==> config.mk <==
export PLATFORM = sky130hd
export DESIGN_NAME = misere_grid_engine
export DESIGN_NICKNAME = d
export VERILOG_FILES = /design/src/rtl/misere_grid_pkg.sv /design/src/rtl/grid_run_detect.sv /design/src/rtl/misere_grid_engine.sv
export SDC_FILE = /design/constraint.sdc
export NUM_CORES = 1
export LEC_CHECK = 0
export CORE_MARGIN = 2
export CORE_UTILIZATION = 45
export CTS_BUF_LIST = sky130_fd_sc_hd__clkbuf_4
export DETAILED_ROUTE_END_ITERATION = 7
export DONT_BUFFER_PORTS = 1
export GPL_ROUTABILITY_DRIVEN = 1
export PLACE_DENSITY = 0.6
export RECOVER_POWER = 25
export SETUP_SLACK_MARGIN = 0.02
export SLEW_MARGIN = 10
export SYNTH_ARGS = -nofsm -noshare
export SYNTH_HDL_FRONTEND = slang
export SYNTH_SLANG_ARGS = --single-unit
==> constraint.sdc <==
create_clock -name clock -period 6.37 [get_ports clock]
set_input_delay 0.9555 -clock clock [delete_from_list [all_inputs] [get_ports clock]]
set_output_delay 0.9555 -clock clock [all_outputs]
set_load 0.01 [all_outputs]
==> src/rtl/misere_grid_pkg.sv <==
// Shared encodings and width helpers for the misere grid engine.
// Tile/result codes are fixed by the display front end; the FSM states are internal only.
package misere_grid_pkg;

    localparam logic [1:0] TILE_EMPTY = 2'b00;
    localparam logic [1:0] TILE_BLUE  = 2'b01;
    localparam logic [1:0] TILE_RED   = 2'b10;
    localparam logic [1:0] TILE_BAD   = 2'b11;

    localparam logic [1:0] RES_NONE = 2'b00;
    localparam logic [1:0] RES_P1   = 2'b01;
    localparam logic [1:0] RES_P2   = 2'b10;
    localparam logic [1:0] RES_DRAW = 2'b11;

    typedef enum logic [1:0] {
        ST_WAIT,
        ST_SCAN,
        ST_OVER
    } state_t;

    function automatic int unsigned pos_w(input int unsigned n);
        return (n * n > 1) ? $clog2(n * n) : 1;
    endfunction

    function automatic int unsigned cnt_w(input int unsigned n);
        return $clog2(n * n + 1);
    endfunction

endpackage

==> src/rtl/grid_run_detect.sv <==
// Combinational K-in-a-row test for runs starting at one cell, looking
// right, down, down-right and down-left.
module grid_run_detect
    import misere_grid_pkg::*;
#(
    parameter int unsigned N = 3,
    parameter int unsigned K = 3
) (
    input  logic [2*N*N-1:0]    board,
    input  logic [pos_w(N)-1:0] idx,
    output logic                hit
);

    localparam int unsigned CELLS = N * N;

    int unsigned c;
    int unsigned row;
    int unsigned col;
    logic [1:0]  t;
    logic        ok_r, ok_d, ok_dr, ok_dl;

    function automatic logic [1:0] cell_at(input logic [2*CELLS-1:0] b, input int unsigned i);
        return (i < CELLS) ? b[2*i +: 2] : TILE_EMPTY;
    endfunction

    // Bounds are decided from row/column first so a run never wraps across a row edge.
    always_comb begin
        c     = 32'(idx);
        row   = c / N;
        col   = c % N;
        t     = cell_at(board, c);
        ok_r  = (col + K <= N);
        ok_d  = (row + K <= N);
        ok_dr = ok_r && ok_d;
        ok_dl = (col + 1 >= K) && ok_d;
        for (int unsigned j = 1; j < K; j++) begin
            if (cell_at(board, c + j) != t)           ok_r  = 1'b0;
            if (cell_at(board, c + j * N) != t)       ok_d  = 1'b0;
            if (cell_at(board, c + j * (N + 1)) != t) ok_dr = 1'b0;
            if (cell_at(board, c + j * (N - 1)) != t) ok_dl = 1'b0;
        end
        hit = (c < CELLS) && (t != TILE_EMPTY) && (ok_r || ok_d || ok_dr || ok_dl);
    end

endmodule

==> src/rtl/misere_grid_engine.sv <==
// Wild Misere Red Tile Blue engine: accepts moves, scans the board one cell
// per cycle for K-in-a-row and reports win, loss or draw.
module misere_grid_engine
    import misere_grid_pkg::*;
#(
    parameter int unsigned N      = 3,
    parameter int unsigned K      = 3,
    parameter int unsigned MISERE = 1
) (
    input  logic                clock,
    input  logic                resetn,
    input  logic                new_game,
    input  logic                move_valid,
    output logic                move_ready,
    input  logic [pos_w(N)-1:0] move_pos,
    input  logic [1:0]          move_tile,
    output logic                move_err,
    input  logic [pos_w(N)-1:0] rd_addr,
    output logic [1:0]          rd_data,
    output logic                turn,
    output logic [cnt_w(N)-1:0] move_count,
    output logic                game_over,
    output logic [1:0]          result
);

    localparam int unsigned CELLS = N * N;
    localparam int unsigned POS_W = pos_w(N);

    state_t             state, state_nxt;
    logic [2*CELLS-1:0] board;
    logic [POS_W-1:0]   scan_idx;
    logic               mover;
    logic               hit;
    logic               legal, take, accept, reject, scan_last, board_full;
    logic [1:0]         target_tile;

    function automatic logic [1:0] cell_at(input logic [2*CELLS-1:0] b, input int unsigned i);
        return (i < CELLS) ? b[2*i +: 2] : TILE_EMPTY;
    endfunction

    grid_run_detect #(
        .N(N),
        .K(K)
    ) u_detect (
        .board(board),
        .idx  (scan_idx),
        .hit  (hit)
    );

    assign rd_data     = cell_at(board, 32'(rd_addr));
    assign target_tile = cell_at(board, 32'(move_pos));
    assign move_ready  = (state == ST_WAIT);

    always_comb begin
        legal      = (32'(move_pos) < CELLS) && (target_tile == TILE_EMPTY) &&
                     ((move_tile == TILE_BLUE) || (move_tile == TILE_RED));
        take       = move_valid && move_ready && !new_game;
        accept     = take && legal;
        reject     = take && !legal;
        scan_last  = (32'(scan_idx) == CELLS - 1);
        board_full = (32'(move_count) == CELLS);
        state_nxt  = state;
        unique case (state)
            ST_WAIT: if (accept) state_nxt = ST_SCAN;
            ST_SCAN: begin
                if (hit)            state_nxt = ST_OVER;
                else if (scan_last) state_nxt = board_full ? ST_OVER : ST_WAIT;
            end
            ST_OVER: state_nxt = ST_OVER;
            default: state_nxt = ST_WAIT;
        endcase
        if (new_game) state_nxt = ST_WAIT;
    end

    always_ff @(posedge clock or negedge resetn) begin
        if (!resetn) state <= ST_WAIT;
        else         state <= state_nxt;
    end

    always_ff @(posedge clock or negedge resetn) begin
        if (!resetn) begin
            board      <= '0;
            scan_idx   <= '0;
            mover      <= 1'b0;
            turn       <= 1'b0;
            move_count <= '0;
            game_over  <= 1'b0;
            result     <= RES_NONE;
            move_err   <= 1'b0;
        end else if (new_game) begin
            board      <= '0;
            scan_idx   <= '0;
            mover      <= 1'b0;
            turn       <= 1'b0;
            move_count <= '0;
            game_over  <= 1'b0;
            result     <= RES_NONE;
            move_err   <= 1'b0;
        end else begin
            move_err <= reject;
            if (accept) begin
                board[2*32'(move_pos) +: 2] <= move_tile;
                move_count <= move_count + 1'b1;
                mover      <= turn;
                scan_idx   <= '0;
            end
            if (state == ST_SCAN) begin
                // Wild rule: any completed run belongs to the player who just moved.
                if (hit) begin
                    game_over <= 1'b1;
                    if (MISERE != 0) result <= mover ? RES_P1 : RES_P2;
                    else             result <= mover ? RES_P2 : RES_P1;
                end else if (scan_last) begin
                    if (board_full) begin
                        game_over <= 1'b1;
                        result    <= RES_DRAW;
                    end else begin
                        turn <= ~turn;
                    end
                end else begin
                    scan_idx <= scan_idx + 1'b1;
                end
            end
        end
    end

endmodule
==> metrics.md <==
| Metric | Value |
|---|---|
| Clock power share | `27.0%` |
| Crit path max fanout | `15` |
| Worst r2r path cells | `15` |
| Root Driver | `clkbuf_4` |
| Via count | `3,635` |
| Postcts setup bufs | `0` |
| Post-synth net total | `508` |
| Worst-Skew Late Latency | `0.33 ns` |
| Synthesized cell area | `0.003959 mm2` |
| Crit path cell chain | `inv_1 -> ha_1 -> or2_2 -> ha_1 -> a21boi_2 -> a211oi_1 -> xnor2_1 -> ha_1 -> inv_1 -> nor4_1 -> o21ai_1 -> o32ai_2 -> nand3_2 -> and3_1 -> o41ai_2` |
| Crit path largest cell delay | `0.60 ns` |
| Pwr Density | `98.05 mW/mm2` |
| Core ar. | `0.008636 mm2` |
| Top_reg_cell synth | `dfrtp_1` |
| Worst path most repeated cell | `ha_1` |
| HPWL Detailed | `7664 um` |
| Post_cts resized | `0` |
| Hold Vio Cnt, Final | `0` |
| ANT cells | `0` |
| Fin crit period | `5.302 ns` |
| Maximum clock insertion buffer count | `2` |
| Synthesized instance count | `477` |
| Hold_buf cts | `0` |
| Number of DRC markers in iteration 0 | `208` |
| Initial core utilization | `45.84%` |
| Mean post-synth cell area | `8.299 um2` |
| Crit share post-route | `83.24%` |
| Sink Count | `34` |
| Fmax | `0.1886 GHz` |
| #FFs+latches synth | `34` |
| Seq pwr share | `55.5%` |
| Hold Path Class | `input pin to asynchronous set/reset pin` |
| Detailed Routing Iterations Pass 1 | `5` |
| Combinational power share | `17.5%` |
| IO Count | `26` |
| Max Cap Viol | `0` |
| Antenna violations before repair | `0` |
| NetSw | `0.0001118 W` |
| Total grt overflow | `0` |
| Worst vdd ir | `130.6 uV` |
| Vias in the first global route | `3,537` |
| # DRC | `0` |
| Netlist cell types | `77` |
| First-pass GRT wire length | `17,680 um` |
| Least-Margin Pin Slew | `1.012 ns` |
| Register clock-pin slew on the reported worst setup and hold paths | `0.11 ns` |
| Int Power | `0.0002843 W` |
| Outcome | `complete, no violations` |
| Routed wire length | `10,480 um` |
| Placed cell count | `561` |
| Synthesis-to-finish area growth | `2.054%` |
| Setup violators final | `0` |
| Static Leak | `1.668 nW` |
| Sw Share | `28.22%` |
| Overall Global Routing Usage | `22.25%` |
| Die Y | `97.80 um` |
| Die X-Extent | `97.80 um` |
| Largest net degree at the start of global routing | `39` |
| TNS Setup | `0 ns` |
| Syn. warnings | `0` |
| Post-synth EDFFs | `0` |
| Most common cell after layout, fill and taps aside | `nor2_1` |
| RePlAce Congestion | `0.8807` |
| Slowest cell on the critical path | `dfrtp_1` |
| Unrepaired setup endpoints after global routing | `no` |
| NumNets Final | `491` |
| Critical path class | `flip-flop to flip-flop` |
| CP arrival | `5.54 ns` |
| Fraction of layout cells with a size suffix above 1 | `12.42%` |
| H-tree level count | `2` |
| Die ar. | `0.009564 mm2` |
| Antenna-violating nets left | `0` |
| Most frequent cells in the layout | `61 x nor2_1, 48 x nand2_1, 34 x dfrtp_1` |
| Crit. End Element | `flip-flop` |
| Rel. slew slack | `31.56%` |
| IO buf count | `0` |
| Core Rows | `34` |
| Clock Skews | `0.01269 ns` |
| Post-synth ARST share | `100.0%` |
| CTS Buf Count | `5` |
| Vias per cell | `6.411` |
| Sequential share of the synthesized area | `21.49%` |
| Drt wl/cell | `18.47 um` |
| Worst endpoint required time | `6.61 ns` |
| Flop2flop setup slack | `1.07 ns` |
| TritonCTS clock tree | `done` |
| R2R Path Start | `scan_idx[1]$_DFF_PN0_` |
| CP Launch Type | `flip-flop` |
| Final Max Slew Viols | `0` |
| Reg2reg end | `scan_idx[2]$_DFF_PN0_` |
| Fin cells | `567` |
logic make-up after synthesis:
family | share of synthesized area, %
adder cells (fa/ha/maj) | 5.373
XOR/XNOR | 2.876
buffers and inverters | 4.772
multiplexers | 15.93
flip-flops | 21.49
AO/OA/AOI/OAI | 22.00
AND/OR/NAND/NOR | 27.56
sequential cells by signal, summed over array words and instances, names as in the netlist:
register	count
board	18
game_over	1
move_count	4
move_err	1
mover	1
result	2
scan_idx	4
state	2
turn	1
power by group through the flow:
| stage | Sequential, W | Combinational, W | Clock (W) |
|---|---|---|---|
| 2_1_floorplan | 0.000224 | 0.0000626 | 0 |
| 3_3_place_gp | 0.000224 | 0.0000682 | 0 |
| 3_5_place_dp | 0.000224 | 0.0000686 | 0 |
| 4_1_cts | 0.000220 | 0.0000690 | 0.000111 |
| 5_1_grt | 0.000220 | 0.0000778 | 0.000122 |
| 6_report | 0.000220 | 0.0000692 | 0.000107 |
cells in the mapped netlist, types with 9 or more instances:
cell type	number	area (um2)
nand2_1	48	180.2
and3_1	10	62.56
buf_2	10	50.05
clkbuf_1	14	52.55
nor3_1	11	55.05
and2_1	9	56.30
a21oi_1	21	105.1
mux2_2	10	112.6
inv_1	12	45.04
mux4_2	10	225.2
mux2i_1	27	270.3
nor2_1	61	229.0
o21ai_0	11	55.05
dfrtp_1	34	850.8
ha_1	17	212.7
nand3_1	17	85.08
metal layers:
metal | track usage (%) | up-vias | share of wire [%]
li1 | - | 1747 | -
met1 | 31.95 | 1750 | 47
met2 | 35.70 | 127 | 46
met3 | 2.935 | 11 | 6.2
met4 | 5.662 | 0 | 1.3
met5 | 0 | - | 0
critical path: cells and delay by family, from the launching register on:
family | cells | cell delay [ns]
AO/OA/AOI/OAI | 5 | 1.34
XOR/XNOR | 1 | 0.24
adder cells (fa/ha/maj) | 3 | 1.15
buffers and inverters | 2 | 0.45
flip-flops | 1 | 0.60
AND/OR/NAND/NOR | 4 | 1.44
layout make-up:
| cell class | instances | area (um2) |
|---|---|---|
| Timing Repair Buffer | 6 | 45.04 |
| Sequential cell | 34 | 850.8 |
| Inverter | 13 | 48.80 |
| Multi-Input combinational cell | 400 | 2919 |
| Clock inverter | 1 | 3.754 |
| Tap cell | 108 | 135.1 |
| Clock buffer | 5 | 37.54 |
| Fill cell | 862 | 4596 |
how the worst max path moves through the flow:
stage / from / to / slack (ns) / cells past startpoint
detailed placement: scan_idx[1]$_DFF_PN0_ / scan_idx[2]$_DFF_PN0_ / 1.18 / 17
finish: scan_idx[1]$_DFF_PN0_ / scan_idx[2]$_DFF_PN0_ / 1.07 / 15
global placement: scan_idx[1]$_DFF_PN0_ / scan_idx[2]$_DFF_PN0_ / 1.30 / 17
global route: scan_idx[1]$_DFF_PN0_ / result[0]$_DFFE_PN0P_ / 0.60 / 15
CTS: scan_idx[1]$_DFF_PN0_ / scan_idx[2]$_DFF_PN0_ / 1.16 / 17
floorplan: scan_idx[1]$_DFF_PN0_ / scan_idx[2]$_DFF_PN0_ / 1.36 / 19
metrics by stage:
stage / utilization (%) / setup slack, ns / power (W) / hold slack, ns / instance area (um2)
floorplan: - / 1.361 / 0.0002865 / 0.5011 / 3959
global placement: 46.31 / 1.298 / 0.0002924 / 0.5732 / 3999
detailed placement: 46.31 / 1.183 / 0.0002928 / 0.5823 / 3999
CTS: 46.78 / 1.164 / 0.0003997 / 0.2936 / 4040
global route: 46.78 / 0.6036 / 0.0004200 / 0.2735 / 4040
finish: 46.78 / 1.068 / 0.0003961 / 0.3062 / 4040
No activity file was read; power rests on OpenSTA's default activity.
